--- config.mk ---
export PLATFORM = sky130hd
export DESIGN_NAME = pipe_skid_stage_flat
export DESIGN_NICKNAME = d
export VERILOG_FILES = /design/src/rtl/pipe_skid_stage_pkg.sv /design/src/rtl/pipe_skid_stage_if.sv /design/src/rtl/pipe_skid_stage.sv /design/src/flat_wrapper.sv
export SDC_FILE = /design/constraint.sdc
export NUM_CORES = 1
export LEC_CHECK = 0
export CAP_MARGIN = 20
export CELL_PAD_IN_SITES_DETAIL_PLACEMENT = 2
export CELL_PAD_IN_SITES_GLOBAL_PLACEMENT = 2
export CORE_MARGIN = 2
export CORE_UTILIZATION = 32
export CTS_BUF_LIST = sky130_fd_sc_hd__clkbuf_16
export CTS_CLUSTER_DIAMETER = 150
export DETAILED_ROUTE_END_ITERATION = 12
export PLACE_DENSITY_LB_ADDON = 0.1
export SETUP_SLACK_MARGIN = 0.15
export SLEW_MARGIN = 20
export SYNTH_ARGS = -nofsm -noshare
export SYNTH_HDL_FRONTEND = slang
export SYNTH_SLANG_ARGS = --single-unit
export TNS_END_PERCENT = 20
--- constraint.sdc ---
create_clock -name clock -period 1.8 [get_ports clock]
set_input_delay 0.36 -clock clock [delete_from_list [all_inputs] [get_ports clock]]
set_output_delay 0.36 -clock clock [all_outputs]
set_load 0.02 [all_outputs]
--- src/rtl/pipe_skid_stage_pkg.sv ---
// Shared pipeline-stage types: occupancy encoding for the elastic stage FSM.
package pipe_skid_stage_pkg;

  typedef enum logic [1:0] {
    EMPTY = 2'd0,
    FULL1 = 2'd1,
    FULL2 = 2'd2
  } occ_e;

endpackage

--- src/rtl/pipe_skid_stage_if.sv ---
// Upstream/downstream valid-ready handshake bundle for one pipeline boundary.
// The slave modport is the stage's view; master is the surrounding logic's view.
interface pipe_skid_stage_if #(
  parameter int DATA_W = 64
);

  logic              in_valid;
  logic              in_ready;
  logic [DATA_W-1:0] in_data;
  logic              out_valid;
  logic              out_ready;
  logic [DATA_W-1:0] out_data;

  modport slave (
    input  in_valid,
    input  in_data,
    input  out_ready,
    output in_ready,
    output out_valid,
    output out_data
  );

  modport master (
    output in_valid,
    output in_data,
    output out_ready,
    input  in_ready,
    input  out_valid,
    input  out_data
  );

endinterface

--- src/rtl/pipe_skid_stage.sv ---
// Elastic two-entry skid pipeline register with a fully registered in_ready.
// Main register drives the output; the skid register absorbs one beat of backpressure.
module pipe_skid_stage
  import pipe_skid_stage_pkg::*;
#(
  parameter int                DATA_W     = 64,
  parameter logic [DATA_W-1:0] RESET_DATA = '0
) (
  input  logic                    clock,
  input  logic                    reset,
  input  logic                    flush,
  pipe_skid_stage_if.slave        bus
);

  occ_e              state_q, state_d;
  logic [DATA_W-1:0] main_q, main_d;
  logic [DATA_W-1:0] skid_q, skid_d;
  logic              out_valid_q, out_valid_d;
  logic              in_ready_q, in_ready_d;
  logic              accept;
  logic              emit;

  assign accept = bus.in_valid && in_ready_q;
  assign emit   = out_valid_q && bus.out_ready;

  // in_data is only copied on accept, so X on an idle bus never reaches main_q
  always_comb begin
    state_d = state_q;
    main_d  = main_q;
    skid_d  = skid_q;
    if (flush) begin
      state_d = EMPTY;
      main_d  = RESET_DATA;
      skid_d  = RESET_DATA;
    end else begin
      case (state_q)
        EMPTY: begin
          if (accept) begin
            main_d  = bus.in_data;
            state_d = FULL1;
          end
        end
        FULL1: begin
          if (accept && emit) begin
            main_d = bus.in_data;
          end else if (accept) begin
            skid_d  = bus.in_data;
            state_d = FULL2;
          end else if (emit) begin
            state_d = EMPTY;
          end
        end
        FULL2: begin
          if (emit) begin
            main_d  = skid_q;
            state_d = FULL1;
          end
        end
        default: begin
          state_d = EMPTY;
        end
      endcase
    end
    // Handshake outputs come straight from flops, decoded from the next state
    out_valid_d = (state_d != EMPTY);
    in_ready_d  = (state_d != FULL2);
  end

  always_ff @(posedge clock or negedge reset) begin
    if (!reset) begin
      state_q     <= EMPTY;
      main_q      <= RESET_DATA;
      skid_q      <= RESET_DATA;
      out_valid_q <= 1'b0;
      in_ready_q  <= 1'b1;
    end else begin
      state_q     <= state_d;
      main_q      <= main_d;
      skid_q      <= skid_d;
      out_valid_q <= out_valid_d;
      in_ready_q  <= in_ready_d;
    end
  end

  assign bus.in_ready  = in_ready_q;
  assign bus.out_valid = out_valid_q;
  assign bus.out_data  = main_q;

endmodule

--- src/flat_wrapper.sv ---
// flat-port wrapper written by rule: the top's interface ports become plain ports
module pipe_skid_stage_flat import pipe_skid_stage_pkg::*;
#(
  parameter int                DATA_W     = 64,
  parameter logic [DATA_W-1:0] RESET_DATA = '0
)
  (clock, reset, flush, bus_in_valid, bus_in_data, bus_out_ready, bus_in_ready, bus_out_valid, bus_out_data);
  pipe_skid_stage_if #(.DATA_W(DATA_W)) bus_i ();
  input  logic clock;
  input  logic reset;
  input  logic flush;
  input wire logic [$bits(bus_i.in_valid)-1:0] bus_in_valid;
  input wire logic [$bits(bus_i.in_data)-1:0] bus_in_data;
  input wire logic [$bits(bus_i.out_ready)-1:0] bus_out_ready;
  output wire logic [$bits(bus_i.in_ready)-1:0] bus_in_ready;
  output wire logic [$bits(bus_i.out_valid)-1:0] bus_out_valid;
  output wire logic [$bits(bus_i.out_data)-1:0] bus_out_data;
  assign bus_i.in_valid = bus_in_valid;
  assign bus_i.in_data = bus_in_data;
  assign bus_i.out_ready = bus_out_ready;
  assign bus_in_ready = bus_i.in_ready;
  assign bus_out_valid = bus_i.out_valid;
  assign bus_out_data = bus_i.out_data;
  pipe_skid_stage #(.DATA_W(DATA_W), .RESET_DATA(RESET_DATA)) u_core (.clock(clock), .reset(reset), .flush(flush), .bus(bus_i));
endmodule
==> results.toml <==
[status]
run_status = "completed"

[synthesis]
postSynthRegisterBits = 132
synthesis.area_per_instance_um2 = 10.5
largest_cells_by_area_after_synthesis = "dfrtp_1, a21oi_1, mux2i_1, a211oi_2, nand2_1"
synth.yosys.warnings = 0
synth_async_sr_flop_share = 1.00
synth_top_area_cell = "dfrtp_1"
post-synth-top-area-fraction = 0.519
synth_edf_count = 0
synthFlopType = "dfrtp_1"
area_of_the_mapped_netlist_um2 = 6320
library_cells_used_by_synthesis = 26
synth_sequential_area_ratio = 0.523
synthTopCellsByCount = "dfrtp_1, nand2_1, a21oi_1"
synth.net_count = 675
synthesis.instances = 602

[sta]
final_period_minus_worst_setup_slack_ps = 1790
setup_slack_ps = 7.72
finalSetupTns_ps = 0
finalSetupViolations = 0
final-hold-violation-count = 0
holdWs_ps = 423
period_share = 0.996
timing.max_slew.rel_slack = 0.649
finClkSkew_ps = 7.66
maxClockFrequency_mhz = 558
slew_viol_final = 0
setup_repair_after_global_routing_missed_its_margin = "yes"
timing_worst_slew_pin_value_ps = 527

[grt]
initial_antenna_violation_count = 0
grt_pass1_wl_um = 34900
grt_pass1_vias = 6155
grt_max_degree = 52
groute.usage.overall = 0.221
grt.overflow.total = 0

[placed_design]
finalWeightedCongestion = 0.790
hpwlAfterDp_um = 14000
placedCellCount = 981
place_worst_setup_slack_ps = -360
place.port_buffers = 134

[worst_setup_path]
worst-r2r-setup-slack_ps = 8
worst-setup-path-type = "flip-flop to flip-flop"
critical_path_peak_fanout = 7
critPathCaptureType = "flip-flop"
crit_path_start_kind = "flip-flop"
cp.arrival_ps = 2110
critPathRequiredTime_ps = 2120

[floorplanning]
floorplan.rows = 51
starting_density_of_the_core = 0.326
floorplan.die.width_um = 145
die_h_um = 145
die-area_um2 = 20900
design.core.area_um2 = 19400
design.portCount = 135

[job]
max_cap_viol_count = 0

[detailed_routing]
drt_iter0_markers = 204
routed_wirelength_um = 22900
first_pass_iters = 4
residual_drc_count = 0
detail_route.wl_per_cell_um = 22.2
drt-vias-per-instance = 5.19
vias = 5344
final_antenna_net_count = 0

[cts]
clk_transition_reported_paths_ps = 60
cts_inserted_buffers = 17
root_buffer_cell = "clkbuf_16"
cts_sinks = 132
cts_tree = "done"
insertion_delay_ps = 420
cts.htree.levels = 4
cts.path.max_buffers = 2

[cells_and_area]
fillers = 1960
layout-area-overhead-vs-synth_pct = 48.4
non_filler_instances = 1030
design.final.nets = 825
diodes = 0
drive_gt1_frac = 0.260
final_core_util = 0.483

[worst_hold_path]
path_class_of_the_lowest_slack_min_delay_path = "primary input to flip-flop"

[power_and_ir_drop]
vdd.ir_drop.worst_mv = 0.690
powerDensity_nw_per_um2 = 1190
total_leakage_power_nw = 4.34
[state kept, by name, indices dropped and copies added (netlist names)]
register,cells
u_core.bus.out_data,64
u_core.skid_q,64
u_core.state_q,2
u_core.bus.in_ready,1
u_core.bus.out_valid,1
[critical path, cell delays in order (launching register included)]
cell,delay (ps)
dfrtp_1,420
inv_2,140
ha_4,220
nor2_4,130
a21oi_4,60
and2_4,230
buf_12,140
buf_12,130
a211oi_1,210
[per-stage QoR]
step	total power (W)	cell area, um^2
after detailed placement	0.00760	8190
after floorplan	0.00584	6320
after global placement	0.00747	8190
after global routing	0.0117	9380
final	0.0111	9380
after CTS	0.0111	9050
[cell type report]
| type | count | area [um^2] | area share |
|---|---|---|---|
| clock buffer | 17 | 425 | 0.0454 |
| clock inverter | 15 | 100 | 0.0107 |
| inverter | 3 | 13.8 | 0.00147 |
| multi-input combinational | 410 | 3010 | 0.321 |
| sequential | 132 | 3300 | 0.352 |
| tap | 265 | 332 | 0.0354 |
| timing repair buffer | 188 | 2190 | 0.234 |
[timing repair]
item,4_1_cts,5_1_grt
hold buffers,1,0
resized for setup,57,103
setup buffers,10,3
gates cloned,3,0
endpoints found under the setup margin,198,176
hold endpoints to repair,45,0
pin swaps,8,40
[per-layer routing]
metal / global-route usage / up-vias / part of all wire
li1: - / 2425 / -
met4: 0.0623 / 0 / 0.012
met3: 0.0387 / 20 / 0.028
met1: 0.272 / 2799 / 0.42
met2: 0.399 / 100 / 0.53
met5: 0 / - / 0
[layout by cell type (no fill, tap or decap), types with 17 or more instances in the layout]
| cell | instances |
|---|---|
| a211oi_2 | 62 |
| a21oi_1 | 103 |
| a21oi_2 | 26 |
| buf_12 | 19 |
| buf_4 | 21 |
| clkbuf_16 | 17 |
| clkdlybuf4s50_1 | 66 |
| dfrtp_1 | 131 |
| dlygate4sd2_1 | 18 |
| dlymetal6s2s_1 | 47 |
| mux2i_1 | 62 |
| nand2_1 | 118 |
[path summary, 6_finish.rpt]
| path | startpoint | to | depth (start not counted) |
|---|---|---|---|
| setup reg to reg | u_core.state_q[1] | u_core.bus.out_data[7] | 8 |
| max in group asynchronous | reset | u_core.bus.out_data[38] | 3 |
| hold reg to reg | u_core.skid_q[11] | u_core.skid_q[11] | 2 |
| setup / recovery | u_core.state_q[1] | u_core.bus.out_data[7] | 8 |
| min in group asynchronous | reset | u_core.skid_q[17] | 2 |
| hold / removal | flush | u_core.skid_q[11] | 2 |
[kinds of logic after synthesis]
logic type / after synthesis / share of synthesized area
adder cells (fa/ha/maj): 4 / 0.00792
AND/OR/NAND/NOR: 140 / 0.0857
AO/OA/AOI/OAI: 202 / 0.229
multiplexers: 64 / 0.101
flip-flops: 132 / 0.523
buffers and inverters: 60 / 0.0527
[report_power, final]
part | total [W] | switching, W | internal, W
sequential | 0.00374 | 0.000319 | 0.00342
combinational | 0.00424 | 0.00235 | 0.00189
clock | 0.00315 | 0.00130 | 0.00185
(Power assumes the default switching activity.)
